### src/rtl/bcd_tick_counter.sv
// Multi-digit BCD counter stepped by a prescaled CLOCK_50 tick, with up/down,
// parallel load, registered tick/rollover pulses and per-digit 7-segment drive.
module bcd_tick_counter #(
  parameter int unsigned DIGITS   = 4,
  parameter int unsigned TICK_DIV = 50000000,
  parameter int unsigned BLANK_LZ = 0
) (
  input  logic                CLOCK_50,
  input  logic                reset,
  input  logic                enable,
  input  logic                up_down,
  input  logic                load,
  input  logic [4*DIGITS-1:0] load_value,
  output logic [4*DIGITS-1:0] count,
  output logic                tick,
  output logic                rollover,
  output logic [7*DIGITS-1:0] hex
);

  localparam int unsigned CW = 4 * DIGITS;
  localparam int unsigned HW = 7 * DIGITS;
  localparam int unsigned PW = (TICK_DIV > 1) ? $clog2(TICK_DIV) : 1;
  localparam logic [PW-1:0] PRE_MAX = PW'(TICK_DIV - 1);

  logic [PW-1:0] prescaler;
  logic          step_c;
  logic [CW-1:0] step_count_c;
  logic [CW-1:0] load_clean_c;
  logic          wrap_c;
  logic          chain;
  logic [3:0]    d;
  logic [3:0]    hd;
  logic          lz;

  assign step_c = enable && (prescaler == PRE_MAX);

  // Ripple carry/borrow through the digits; chain surviving past the top digit means wrap.
  always_comb begin
    step_count_c = count;
    load_clean_c = '0;
    chain        = 1'b1;
    d            = 4'd0;
    for (int i = 0; i < int'(DIGITS); i++) begin
      d = count[4*i +: 4];
      if (chain) begin
        if (up_down) begin
          if (d == 4'd9) begin
            step_count_c[4*i +: 4] = 4'd0;
          end else begin
            step_count_c[4*i +: 4] = 4'(d + 4'd1);
            chain = 1'b0;
          end
        end else begin
          if (d == 4'd0) begin
            step_count_c[4*i +: 4] = 4'd9;
          end else begin
            step_count_c[4*i +: 4] = 4'(d - 4'd1);
            chain = 1'b0;
          end
        end
      end
      load_clean_c[4*i +: 4] = (load_value[4*i +: 4] > 4'd9) ? 4'd0 : load_value[4*i +: 4];
    end
    wrap_c = chain;
  end

  always_ff @(posedge CLOCK_50) begin
    if (reset) begin
      prescaler <= '0;
      count     <= '0;
      tick      <= 1'b0;
      rollover  <= 1'b0;
    end else if (load) begin
      prescaler <= '0;
      count     <= load_clean_c;
      tick      <= 1'b0;
      rollover  <= 1'b0;
    end else begin
      tick     <= step_c;
      rollover <= step_c && wrap_c;
      if (enable) begin
        prescaler <= step_c ? '0 : prescaler + 1'b1;
      end
      if (step_c) begin
        count <= step_count_c;
      end
    end
  end

  function automatic logic [6:0] seg7(input logic [3:0] v);
    case (v)
      4'd0:    seg7 = 7'b1000000;
      4'd1:    seg7 = 7'b1111001;
      4'd2:    seg7 = 7'b0100100;
      4'd3:    seg7 = 7'b0110000;
      4'd4:    seg7 = 7'b0011001;
      4'd5:    seg7 = 7'b0010010;
      4'd6:    seg7 = 7'b0000010;
      4'd7:    seg7 = 7'b1111000;
      4'd8:    seg7 = 7'b0000000;
      4'd9:    seg7 = 7'b0011000;
      default: seg7 = 7'b1111111;
    endcase
  endfunction

  // Scan from the top digit so lz tracks "this digit and all above are zero".
  always_comb begin
    hex = {HW{1'b1}};
    lz  = 1'b1;
    hd  = 4'd0;
    for (int i = int'(DIGITS) - 1; i >= 0; i--) begin
      hd = count[4*i +: 4];
      lz = lz && (hd == 4'd0);
      if ((BLANK_LZ != 0) && (i > 0) && lz) begin
        hex[7*i +: 7] = 7'b1111111;
      end else begin
        hex[7*i +: 7] = seg7(hd);
      end
    end
  end

endmodule

### config.mk
export PLATFORM = sky130hd
export DESIGN_NAME = bcd_tick_counter
export DESIGN_NICKNAME = d
export VERILOG_FILES = /design/src/rtl/bcd_tick_counter.sv
export SDC_FILE = /design/constraint.sdc
export NUM_CORES = 1
export LEC_CHECK = 0
export CAP_MARGIN = 20
export CORE_MARGIN = 2
export CORE_UTILIZATION = 51
export CTS_BUF_LIST = sky130_fd_sc_hd__clkbuf_2 sky130_fd_sc_hd__clkbuf_4 sky130_fd_sc_hd__clkbuf_8
export CTS_CLUSTER_DIAMETER = 200
export DETAILED_ROUTE_END_ITERATION = 10
export PLACE_DENSITY = 0.78
export SYNTH_ARGS = -nofsm -noshare
export SYNTH_HDL_FRONTEND = slang
export SYNTH_SLANG_ARGS = --single-unit
export TNS_END_PERCENT = 10
### constraint.sdc
create_clock -name CLOCK_50 -period 3.5 [get_ports CLOCK_50]
set_clock_uncertainty 0.1 [all_clocks]
set_input_delay 1.05 -clock CLOCK_50 [delete_from_list [all_inputs] [get_ports CLOCK_50]]
set_output_delay 1.05 -clock CLOCK_50 [all_outputs]
set_load 0.01 [all_outputs]
# Word-level counts from Yosys, hierarchy flattened
# Memory sizes are Yosys's and may differ from the RTL's. A register that Yosys moved wholly into a read port is not among the register bits.
# Index checks and enable logic that the tools add are counted.
# op_classes
reduce_logical	14
addsub	9
magnitude_cmp	4
n_mux	45
n_eq_ne	5
# ops
op	count
4-bit 2-to-1 mux	27
16-bit 2-to-1 mux	2
26-bit by 1-bit adder with 26-bit output (second input constant)	1
26-bit equality test (second input constant)	1
26-bit 2-to-1 mux	1
4-bit by 1-bit adder with 4-bit output (second input constant)	4
4-bit equality test (second input constant)	4
4-bit greater-than comparator (second input constant)	4
4-bit zero test	4
4-bit by 1-bit subtractor with 4-bit output (second input constant)	4
1-bit 2-to-1 mux	15
2-bit nonzero test	4
2-bit AND reduction	3
1-bit logical AND	2
2-bit OR reduction	1
# totals
out_inout_bits	46
reg_bits	44
mem_bits_ro	448
elab_cells	88
n_memories	4
# memory_table
memory	depth	width	read_ports	rd_ports_with_merged_regs	write_ports	line	rtl
(no name shown)	16	7	1	1	0	91	case (v)
(no name shown)	16	7	1	1	0	91	
(no name shown)	16	7	1	1	0	91	
(no name shown)	16	7	1	1	0	91	

# Longest topological paths before layout
# logic_depth
depth_word	10
mapped_depth	14
mapped_depth_nobuf	13

# Worst setup path after synthesis
# OpenSTA, ideal clock, no wires.
# synth_path
path_type	input port to flip-flop
start	input port up_down
end	register hex[20] (netlist name)
setup_ns	0.121
path_slack_ns	-0.138
cell_stages	9
t_required_ns	3.279
arrival_time_ns	3.418
path_cell_list	buf_6 -> or4b_2 -> nand2_1 -> nor3_1 -> a211oi_1 -> inv_1 -> ha_1 -> mux2_4 -> mux2_2
# synth_between
elab_chain_cells	6
# synth_lines
element	line	rtl
start: declaration	11	input logic up_down,
4-bit 2-to-1 mux or 1-bit 2-to-1 mux (tied branches)	46	if (up_down) begin
4-bit 2-to-1 mux or 1-bit 2-to-1 mux (tied branches)	45	if (chain) begin
16-bit 2-to-1 mux or 2-bit nonzero test (tied branches)	--	
16-bit 2-to-1 mux or 2-bit AND reduction (tied branches)	--	
4-bit 2-to-1 mux (no line) (*) (2 in series)	--	
# Mark *: on every way between the ends. The rest lies on a longest branch, timed or not. The select of a mux whose other input is x is not followed.
# A chain may end at the register's enable or synchronous reset.

# Final worst setup path
# layout_path
start	input port up_down
end	register hex[24] (netlist name)
# layout_between
elab_chain_cells	7
# layout_lines
element	line
1-bit 2-to-1 mux	46
1-bit 2-to-1 mux (2 in series)	45
2-bit nonzero test (no line)	--
2-bit AND reduction (no line)	--
4-bit 2-to-1 mux (no line) (*) (2 in series)	--
# Marks and branches as above.

==> results by group <==
Detailed routing
  • Pre-Repair DR Iteration Count: 5
  • Routed wire per std cell: 15.0 um
  • DRC: 0
  • Via count: 4,377
  • Post-Route WL: 11.5 mm
  • Post-route ant nets: 0
  • Drt initial violations: 305
  • Vias per inst: 5.70

Setup path
  • Bufs and invs on worst path: 3
  • Crit-path max cell delay: 660 ps
  • Crit path DAT: 3540 ps
  • Worst setup EP type: flop
  • CP Cell Sequence: dlygate4sd2_1 -> or4b_2 -> a22oi_2 -> nand4_1 -> nand2_1 -> nand2_1 -> and3_1 -> inv_1 -> ha_1 -> inv_1 -> nor3_2 -> a21oi_1
  • Setup crit start kind: primary input
  • Crit Path Max Fanout: 7
  • Critical path required time: 3640 ps
  • Crit-path slowest cell: or4b_2
  • Family with the most delay on the worst path: simple AND/OR/NAND/NOR gates
  • Critical path class: in -> reg

Timing
  • F_max: 294 MHz
  • Setup violators final: 0
  • Final hold violations: 0
  • Setup WS post-layout: 96.0 ps
  • Worst Max-Slew Pin Slew: 412 ps
  • Min Clock Period, post-route: 3400 ps
  • Slew headroom: 71.8%
  • Slew Limit Fails: 0
  • Final hold slack: 395 ps
  • TNS Setup: 0 ps
  • Fin crit share: 97.3%

Layout
  • Filler cells: 711
  • Antenna cells: 0
  • Multi-input gate area: around 2800 um^2
  • Seq. cell area: between 1000 and 1500 um^2
  • Share of cells above drive strength 1: 16.7%
  • Synth-to-Final Area Change: 32.8%
  • # nets final: slightly above 700

Floorplanning
  • Std-Cell Rows: 34
  • Ports: 67
  • Die height: 97.3 um
  • Die area: roughly 9500 um^2
  • Chip Width: 97.3 um
  • Core area: 8590 um^2
  • Initial Util: about 52%

Yosys
  • Post-synthesis cell type count: 69
  • Avg Inst Size Synth: 8.25 um^2
  • Synthesized cell area: between 4000 and 5000 um^2
  • Post-synth ARST share: 0%
  • Post-synth EDFFs: 0
  • Syn Inst Count: 538
  • Sequential cell area fraction in the yosys report: 32.5%
  • Most used DFF post-synth: dfxtp_1
  • #FFs+latches synth: 72
  • Number of synthesis warnings: 0
  • Syn_nets: 592

Worst hold path
  • Hold Path Class: reg -> reg

Status
  • Outcome: finished, final reports clean

Clocking
  • CTS tree: done
  • Worst-Skew Late Latency: 350 ps
  • CTS Buf Count: 9
  • Clk pin slew, worst setup/hold paths: 80 ps
  • CTS Root Buffer Type: clkbuf_8
  • CTS Sinks: 72
  • Clock Tree Buf Depth: 2
  • H-tree Lvls: 3
  • Post-CTS Setup Bufs: 0

Placed design
  • HPWL after detailed placement: 8.65 mm
  • IO Port Bufs: 66
  • Post-Place Setup Slack: -492 ps
  • Gpl congestion: 0.962

GRT
  • First-pass GRT wire length: 19.6 mm
  • GRT Residual Overflow: 0
  • Largest net degree at the start of global routing: 26
  • Global-route usage over all layers: 24.7%
  • Met2 Use GR: between 40% and 50%
  • Met1 Resource Use GR: 31.8%
  • Initial antenna violation count: 0
  • Met3 usage in global routing: 4.03%
  • Vias in the first global route: 4,258
  • Global route hottest layer: met2

Pwr
  • Peak VDD IR: 0.262 mV
  • Final Power: around 0.0022 W
  • Leakage Power: 2.51 nW
  • Power density cells: 367 nW/um^2

Run
  • Max-cap violations: 0
-- synth_stat cells, drive strengths merged, types with 3 or more instances --
library cell / count / area (um^2)
dfxtp: 72 / 1440
nor2: 47 / 176
nand2: 43 / 164
inv: 40 / 150
a21oi: 36 / 180
ha: 33 / 413
nand3: 19 / 95.1
o21ai: 18 / 90.1
clkbuf: 17 / 63.8
and3: 12 / 75.1
nand4: 12 / 75.1
xor2: 12 / 105
mux2i: 11 / 110
xnor2: 11 / 96.3
buf: 9 / 52.6
and4: 8 / 70.1
a211oi: 7 / 52.6
a31oi: 7 / 43.8
o211ai: 7 / 52.6
or3: 7 / 43.8
and2: 6 / 37.5
nand2b: 6 / 37.5
nor3: 6 / 30.0
a211o: 5 / 43.8
a41oi: 5 / 43.8
nand3b: 5 / 37.5
nor3b: 5 / 42.5
or2: 5 / 31.3
mux2: 4 / 48.8
nor2b: 4 / 25.0
nor4: 4 / 25.0
o31ai: 4 / 30.0
or4: 4 / 30.0
a22oi: 3 / 22.5
a311oi: 3 / 26.3
nand4b: 3 / 26.3
nor4b: 3 / 38.8
o21a: 3 / 22.5
o31a: 3 / 26.3
-- placed cells by master (no fill, tap or decap), types with 4 or more instances in the layout --
master and count:
o21ai_0 17, a21oi_1 35, or3_1 7, clkdlybuf4s50_1 65, and2_1 6, mux2i_1 11, nor3b_1 4, buf_4 65
o31ai_1 4, clkbuf_8 9, nand3_1 19, a211o_1 5, or2_2 5, nand4_1 12, nor2_1 47, a31oi_1 7
nand3b_1 5, a41oi_1 5, xor2_1 12, inv_1 39, dfxtp_1 72, a211oi_1 6, and4_1 7, and3_1 12
nand2b_1 6, xnor2_1 11, nor2b_1 4, o211ai_1 7, nand2_1 42, nor3_1 5, or4_1 4, ha_1 33
-- sequential cells by signal, indices dropped and copies added (netlist names) --
name / flops
hex: 28
tick: 1
count: 16
prescaler: 26
rollover: 1
-- per-layer routing --
| layer | share of wire, % | wire length [um] |
|---|---|---|
| met1 | 45 | 5170 |
| met2 | 49 | 5640 |
| met3 | 4.9 | 562 |
| met4 | 1.4 | 159 |
| met5 | 0 | 0 |
-- worst min-delay path: stages (launching register included) --
cell and delay [ps]:
dfxtp_1 330, nand2b_1 70, a21oi_1 50
-- area by class of cell --
class	instances	share of cell area (%)
clock buffer	10	2.23
timing repair buffer	132	19.8
inverter	40	2.55
clock inverter	6	1.82
sequential	72	24.4
multi-input combinational	400	46.9
tap	108	2.29
-- final timing paths --
path	to	slack, ps	start	cells past startpoint
setup / recovery	hex[24]	100	up_down	12
hold / removal	prescaler[1]	400	prescaler[1]	2
hold reg to reg	prescaler[1]	400	prescaler[1]	2
setup reg to reg	hex[24]	330	count[0]	12
-- per-stage QoR --
step	instance area, um^2	std cells	util [%]
2_1_floorplan	4450	538	-
6_report	5900	768	68.6
4_1_cts	5870	768	68.3
3_5_place_dp	5630	752	65.6
5_1_grt	5900	768	68.6
3_3_place_gp	5630	752	65.6
-- report_power, final --
group	internal [W]	switching, W
clock	0.000479	0.000317
sequential	0.000868	0.0000349
combinational	0.000247	0.000218
-- cell families after synthesis --
group,Yosys count,share of synthesized area [%]
adders and majority gates,33,9.30
AOI/OAI and AO/OA,124,18.9
DFF,72,32.5
and+or+nand+nor,205,25.2
buffers and inverters,66,6.00
muxes,15,3.58
xor gates and xnor gates,23,4.54
-- repair_timing --
action / in CTS / in global routing
endpoints found under the setup margin: 7 / 8
endpoints found under the hold margin: 0 / 0
pin swaps: 0 / 2
gates resized for setup: 1 / 7
hold buffers: 0 / 0
No activity file was read; power rests on OpenSTA's default activity.
